[src/rtl/raycast_pkg.sv]
`default_nettype none
// ============================================================================
// raycast_pkg : shared FSM encoding, pixel constants and Wishbone cycle codes
// Revision    : 1.0
// ============================================================================
package raycast_pkg;

   localparam logic [1:0] ST_IDLE   = 2'd0;
   localparam logic [1:0] ST_ISSUE  = 2'd1;
   localparam logic [1:0] ST_FINISH = 2'd2;

   localparam logic [7:0]  PIX_ALPHA = 8'hFF;
   localparam logic [31:0] PIX_MISS  = 32'h0000_0000;

   localparam logic [2:0] WB_CTI_CLASSIC = 3'b000;
   localparam logic [1:0] WB_BTE_LINEAR  = 2'b00;

   // Deeper octree levels shade darker; level 31 still leaves a non-zero grey.
   function automatic logic [31:0] shade_pixel(input logic leaf, input logic [4:0] level);
      logic [7:0] s;
      s = PIX_ALPHA - {level, 3'b000};
      return leaf ? {PIX_ALPHA, s, s, s} : PIX_MISS;
   endfunction

endpackage
`default_nettype wire

[src/rtl/raycast_fifo.sv]
`default_nettype none
// ============================================================================
// raycast_fifo : small synchronous FIFO with flush, pointer-wrap full/empty
// Revision     : 1.0
// ============================================================================
module raycast_fifo #(
   parameter int WIDTH = 32,
   parameter int DEPTH = 4
) (
   input  logic             clk,
   input  logic             rst_n,
   input  logic             flush,
   input  logic             push,
   input  logic [WIDTH-1:0] push_data,
   input  logic             pop,
   output logic [WIDTH-1:0] pop_data,
   output logic             full,
   output logic             empty
);

   localparam int AW = $clog2(DEPTH);

   logic [AW:0]      wr_ptr_q, wr_ptr_d;
   logic [AW:0]      rd_ptr_q, rd_ptr_d;
   logic [WIDTH-1:0] mem_q [DEPTH];
   logic             do_push;
   logic             do_pop;

   // Extra pointer bit distinguishes full from empty when the indices match.
   assign full     = (wr_ptr_q[AW] != rd_ptr_q[AW]) && (wr_ptr_q[AW-1:0] == rd_ptr_q[AW-1:0]);
   assign empty    = (wr_ptr_q == rd_ptr_q);
   assign pop_data = mem_q[rd_ptr_q[AW-1:0]];

   always_comb begin
      do_push  = push && !full;
      do_pop   = pop && !empty;
      wr_ptr_d = wr_ptr_q;
      rd_ptr_d = rd_ptr_q;
      if (flush) begin
         wr_ptr_d = '0;
         rd_ptr_d = '0;
      end else begin
         if (do_push) wr_ptr_d = wr_ptr_q + (AW+1)'(1);
         if (do_pop)  rd_ptr_d = rd_ptr_q + (AW+1)'(1);
      end
   end

   always_ff @(posedge clk) begin
      if (!rst_n) begin
         wr_ptr_q <= '0;
         rd_ptr_q <= '0;
      end else begin
         wr_ptr_q <= wr_ptr_d;
         rd_ptr_q <= rd_ptr_d;
      end
   end

   always_ff @(posedge clk) begin
      if (do_push && !flush) mem_q[wr_ptr_q[AW-1:0]] <= push_data;
   end

endmodule
`default_nettype wire

[src/rtl/raycast_fb_writer.sv]
`default_nettype none
// ============================================================================
// raycast_fb_writer : converts ray results to pixels and writes them to the
//                     framebuffer through a classic Wishbone master
// Revision          : 1.0
// ============================================================================
module raycast_fb_writer
   import raycast_pkg::*;
#(
   parameter int FIFO_DEPTH = 4
) (
   input  logic        wb_clk,
   input  logic        wb_rst,
   input  logic        start_i,
   input  logic [31:0] fb_adr_i,
   input  logic [31:0] ray_count_i,
   input  logic        res_valid_i,
   output logic        res_ready_o,
   input  logic        res_leaf_i,
   input  logic [4:0]  res_level_i,
   output logic [31:0] m_wb_adr_o,
   output logic [31:0] m_wb_dat_o,
   output logic [3:0]  m_wb_sel_o,
   output logic        m_wb_we_o,
   output logic        m_wb_cyc_o,
   output logic        m_wb_stb_o,
   output logic [2:0]  m_wb_cti_o,
   output logic [1:0]  m_wb_bte_o,
   input  logic        m_wb_ack_i,
   input  logic        m_wb_err_i,
   output logic        busy_o,
   output logic        done_o,
   output logic        err_o
);

   logic [1:0]  state_q,    state_d;
   logic [31:0] base_q,     base_d;
   logic [31:0] count_q,    count_d;
   logic [31:0] accepted_q, accepted_d;
   logic [31:0] written_q,  written_d;
   logic        gap_q,      gap_d;
   logic        err_q,      err_d;
   logic        done_q,     done_d;

   logic        fifo_full;
   logic        fifo_empty;
   logic [31:0] fifo_head;
   logic        busy;
   logic        bus_active;
   logic        bus_done;
   logic        push;

   raycast_fifo #(
      .WIDTH (32),
      .DEPTH (FIFO_DEPTH)
   ) u_fifo (
      .clk       (wb_clk),
      .rst_n     (wb_rst),
      .flush     (start_i),
      .push      (push),
      .push_data (shade_pixel(res_leaf_i, res_level_i)),
      .pop       (bus_done),
      .pop_data  (fifo_head),
      .full      (fifo_full),
      .empty     (fifo_empty)
   );

   // start_i masks the bus and the result port so an abort neither completes
   // a write nor accepts a result that the flush would immediately discard.
   assign busy        = (state_q == ST_ISSUE) || (state_q == ST_FINISH);
   assign bus_active  = (state_q == ST_ISSUE) && !fifo_empty && !gap_q && !start_i;
   assign bus_done    = bus_active && (m_wb_ack_i || m_wb_err_i);
   assign res_ready_o = busy && !fifo_full && (accepted_q < count_q) && !start_i;
   assign push        = res_valid_i && res_ready_o;

   assign m_wb_cyc_o = bus_active;
   assign m_wb_stb_o = bus_active;
   assign m_wb_we_o  = bus_active;
   assign m_wb_sel_o = bus_active ? 4'hF : 4'h0;
   assign m_wb_adr_o = bus_active ? (base_q + {written_q[29:0], 2'b00}) : 32'h0;
   assign m_wb_dat_o = bus_active ? fifo_head : 32'h0;
   assign m_wb_cti_o = WB_CTI_CLASSIC;
   assign m_wb_bte_o = WB_BTE_LINEAR;

   assign busy_o = busy;
   assign done_o = done_q;
   assign err_o  = err_q;

   always_comb begin
      state_d    = state_q;
      base_d     = base_q;
      count_d    = count_q;
      accepted_d = accepted_q;
      written_d  = written_q;
      gap_d      = 1'b0;
      err_d      = err_q;
      done_d     = 1'b0;
      if (push) accepted_d = accepted_q + 32'd1;
      if (start_i) begin
         base_d     = fb_adr_i;
         count_d    = ray_count_i;
         accepted_d = 32'd0;
         written_d  = 32'd0;
         err_d      = 1'b0;
         state_d    = (ray_count_i == 32'd0) ? ST_FINISH : ST_ISSUE;
      end else begin
         case (state_q)
            ST_IDLE: ;
            ST_ISSUE: begin
               if (bus_done) begin
                  written_d = written_q + 32'd1;
                  gap_d     = 1'b1;
                  if (m_wb_err_i) err_d = 1'b1;
                  if (written_q + 32'd1 == count_q) state_d = ST_FINISH;
               end
            end
            ST_FINISH: begin
               done_d  = 1'b1;
               state_d = ST_IDLE;
            end
            default: state_d = ST_IDLE;
         endcase
      end
   end

   always_ff @(posedge wb_clk) begin
      if (!wb_rst) begin
         state_q    <= ST_IDLE;
         base_q     <= 32'd0;
         count_q    <= 32'd0;
         accepted_q <= 32'd0;
         written_q  <= 32'd0;
         gap_q      <= 1'b0;
         err_q      <= 1'b0;
         done_q     <= 1'b0;
      end else begin
         state_q    <= state_d;
         base_q     <= base_d;
         count_q    <= count_d;
         accepted_q <= accepted_d;
         written_q  <= written_d;
         gap_q      <= gap_d;
         err_q      <= err_d;
         done_q     <= done_d;
      end
   end

endmodule
`default_nettype wire

[config.mk]
export PLATFORM = sky130hd
export DESIGN_NAME = raycast_fb_writer
export DESIGN_NICKNAME = d
export VERILOG_FILES = /design/src/rtl/raycast_pkg.sv /design/src/rtl/raycast_fifo.sv /design/src/rtl/raycast_fb_writer.sv
export SDC_FILE = /design/constraint.sdc
export NUM_CORES = 1
export LEC_CHECK = 0
export ABC_AREA = 1
export CORE_MARGIN = 2
export CORE_UTILIZATION = 30
export CTS_BUF_LIST = sky130_fd_sc_hd__clkbuf_16
export DETAILED_ROUTE_END_ITERATION = 16
export PLACE_DENSITY_LB_ADDON = 0.3
export SYNTH_ARGS = -nofsm -noshare
export SYNTH_HDL_FRONTEND = slang
export SYNTH_SLANG_ARGS = --single-unit
[constraint.sdc]
create_clock -name wb_clk -period 11.2 [get_ports wb_clk]
set_input_delay 3.36 -clock wb_clk [delete_from_list [all_inputs] [get_ports wb_clk]]
set_output_delay 3.36 -clock wb_clk [all_outputs]
set_load 0.05 [all_outputs]
==> results.txt <==
----------------------------------------------------
[Outcome]
  Outcome ... finished, final reports clean

[CTS]
  Number of levels in the clock H-tree ... 4
  Number of buffers created by CTS ... 17
  Quantity of gates resized following cts ... 0
  Max Buffers Root-to-Sink ... 2
  Clock slew at the register clock pins of the worst setup and hold paths ... around 0.080 ns
  Number of buffers inserted for hold repair after clock tree synthesis ... 0
  Post-CTS Repair Setup Buffers ... 0
  Number of sinks on the clock net ... 165
  CTS tree ... yes
  Clock root buffer master ... clkbuf_16
  Clock insertion delay at the later pin of the skew report ... about 0.46 ns

[Place]
  Final weighted congestion in routability-driven placement ... a little over 0.9
  Port bufs ... 150
  Minimum setup slack after placement ... a little under 2 ns
  Placed cell areas ... 0.01342 mm^2
  Half-perimeter wire length after detailed placement ... between 20,000 and 30,000 um

[Setup path]
  Crit path DAT ... roughly 6 ns
  Crit path kind ... in -> out
  Category of the worst setup path launch point ... input pin
  Top cell by count, worst path ... nand2_1
  Largest driver fanout on the critical path ... 21
  CP bufs+invs ... 4
  Crit path largest cell delay ... about 0.88 ns
  Slowest-stage cell, CP ... inv_1
  Sequence of cells on the critical path ... clkdlybuf4s50_1, inv_2, nand2_1, nor2_1, nand2_1, inv_1, o21ai_0, a21oi_1, buf_12
  CP Capture Type ... output pin
  Data required time at the worst endpoint ... slightly below 8 ns
  Crit path max-delay family ... buffers and inverters

[Drt]
  Initial DRC Count ... 685
  Highest metal layer used by the detailed router ... met5
  Met3 WL post-DR ... 1860 um
  Post-route antenna net violation count ... 0
  Post-DR wirelength/cell ... roughly 16 um
  Routed length on met2 ... 14,650 um
  Total iterations of the first detailed-routing run ... 6
  Vias per cell ... just under 5
  Total number of vias ... around 11,000
  DRC violation count after routing ... 0
  Met1 routed wirelength after detailed routing ... 16,870 um
  Routed wire length ... 34,120 um

[Synthesis]
  Number of flops mapped to enable cells by yosys ... 24
  Top area cells in the synthesized netlist ... dfxtp_1 26%, nand2_1 11%, nor2_1 8.0%
  Portion of the post-synthesis area used by sequential elements ... 0.3219
  Dominant synthesized flop cell ... dfxtp_1
  Async SR Flop Fraction ... 0
  Cell taking the most area after synthesis ... dfxtp_1
  Number of different library cells in the post-synthesis netlist ... between 40 and 50
  Post-Syn Area per Cell ... between 6 and 7 um^2
  Post-Synthesis Cell Area ... around 0.011 mm^2
  Count of synthesis-stage warnings from yosys ... 0
  Number of register bits inferred by synthesis ... 165
  Mapped Cells ... approximately 1,600
  Share of Yosys cell area claimed by the top area cell type ... 0.2565

[Timing]
  Post-layout worst setup margin ... around 2 ns
  RSZ-0062 raised after global routing ... false
  Number of max-slew violations in the final report ... 0
  Max transition margin ... 0.1793
  Total negative slack for setup checks ... 0 ns
  Post-route clock period utilization ... 0.8221
  Finish-stage setup viols ... 0
  Measured slew at the worst slew-check pin ... 1.230 ns
  Final count of hold timing violations ... 0
  Final critical-path required period ... approximately 9.2 ns
  Worst Clk Skew ... 0.01841 ns
  Achievable frequency ... roughly 0.11 GHz

[Global route]
  Maximum number of pins on one net before global-route repair ... about 100
  Number of antenna violations at the first check in global routing ... 1
  Global-route usage over all layers ... 0.1806
  Wire length of the first global-routing pass ... 54,300 um
  Congestion Overflow GR ... 0
  Vias in the first global route ... 10,051

[Job]
  Number of max-cap violations ... 0

[Layout]
  Number of antenna repair diodes ... 0
  Core utilization of the finished layout ... 0.3852
  Synth-to-layout area growth ... 27.19%
  Ratio of cells with drive above 1 in the final layout ... 0.08063
  Design Area, Final ... around 0.014 mm^2
  Nets@finish ... between 1,500 and 2,000

[Pwr]
  Post-layout total power ... approximately 0.0014 W
  Peak supply drop ... 0.1155 mV
  Leakage power of the design ... between 5 and 6 nW
  PwrDens ... a little under 100 mW/mm^2

[Floorplan]
  Total Die Area ... 0.03824 mm^2
  Cell row count ... 70
  Core Area ... around 0.036 mm^2
  Starting density of the core ... 0.3028
  I/O pin total ... 156
  X dimension of the die ... about 200 um
  Die H ... 195.5 um

[Min path]
  HP Class ... reg -> reg

----------------------------------------------------
-- synthesized netlist by cell type, types with 3 or more instances --
master and number:
o21ai_1 3, inv_2 4, inv_1 153, nand2_1 332, nand4_1 45, nor2_4 4
o21a_1 5, o211ai_1 7, xnor3_1 3, o21ai_0 139, xor2_1 43, buf_4 39
a31oi_1 7, a21boi_0 3, nand3_1 65, nor2_1 235, nor4_1 16, dfxtp_1 141
ha_1 70, nor3_1 24, a211oi_1 5, nand3b_1 5, edfxtp_1 24, a21oi_1 157
nor2_2 4, xnor2_1 12, nand2_2 4, clkbuf_1 45, buf_2 7
-- area by class of cell --
| class | count | area (um^2) |
|---|---|---|
| multi-input cells | 1208 | 6405 |
| repair buffers | 162 | 2297 |
| well taps | 468 | 585.6 |
| fillers | 3712 | 22350 |
| clock inverters | 15 | 153.9 |
| flip-flops and latches | 165 | 3543 |
| clock buffers | 17 | 425.4 |
| inverters | 157 | 589.3 |
-- sequential cells by signal, summed over array words and instances (netlist names), named ones only --
name / flops
u_fifo.wr_ptr_q: 3
err_o: 1
gap_q: 1
u_fifo.rd_ptr_q: 3
u_fifo.mem_q: 24
base_q: 32
done_o: 1
accepted_q: 32
count_q: 32
written_q: 32
state_q: 2
-- stage by stage --
step	hold slack, ns	instances
after floorplan	0.4343	1622
after global placement	0.4522	2160
after detailed placement	0.4494	2160
after CTS	0.4612	2192
after global routing	0.4800	2192
final	0.4636	2192
-- cell families after synthesis --
family,share of synthesized area
xor gates and xnor gates,0.04990
DFF,0.3219
buffers and inverters,0.09901
adders and majority gates,0.08139
AOI/OAI and AO/OA,0.1589
other,0.0003407
and+or+nand+nor,0.2885
-- layer usage --
layer  track usage  up-vias
li1              -     5541
met1        0.2533     4857
met2        0.2800      282
met3       0.03057       39
met4       0.06107        2
met5             0        -
-- power breakdown --
part           switching [W]  internal [W]
logic              0.0000968     0.0000623
clock network       0.000296      0.000298
registers          0.0000113      0.000618
-- worst min-delay path, delay by kind of cell (launching register included) --
family                 cells  cell delay, ns
flip-flops                 1            0.30
buffers and inverters      1            0.06
AO/OA/AOI/OAI              1            0.06
-- cell usage in the layout, fill, tap and decap left out, types with 7 or more instances in the layout --
| cell type | instances |
|---|---|
| buf_4 | 12 |
| clkdlybuf4s50_1 | 78 |
| xor2_1 | 43 |
| nor2_1 | 234 |
| nand4_1 | 45 |
| dfxtp_1 | 141 |
| o21ai_0 | 139 |
| buf_12 | 71 |
| inv_1 | 153 |
| a31oi_1 | 7 |
| a21oi_1 | 157 |
| inv_6 | 7 |
| o211ai_1 | 7 |
| nor3_1 | 24 |
| clkbuf_16 | 17 |
| edfxtp_1 | 24 |
| xnor2_1 | 12 |
| ha_1 | 70 |
| nor4_1 | 16 |
| nand3_1 | 65 |
| nand2_1 | 332 |
-- final timing paths --
check                              to        from  depth (start not counted)  slack [ns]
setup / recovery       m_wb_adr_o[12]     start_i                          9        1.99
setup reg to reg  u_fifo.mem_q[1][21]  count_q[7]                         15        7.92
hold / removal              base_q[0]   base_q[0]                          2        0.46
hold reg to reg             base_q[0]   base_q[0]                          2        0.46
Power figures use the tool's default switching activity.
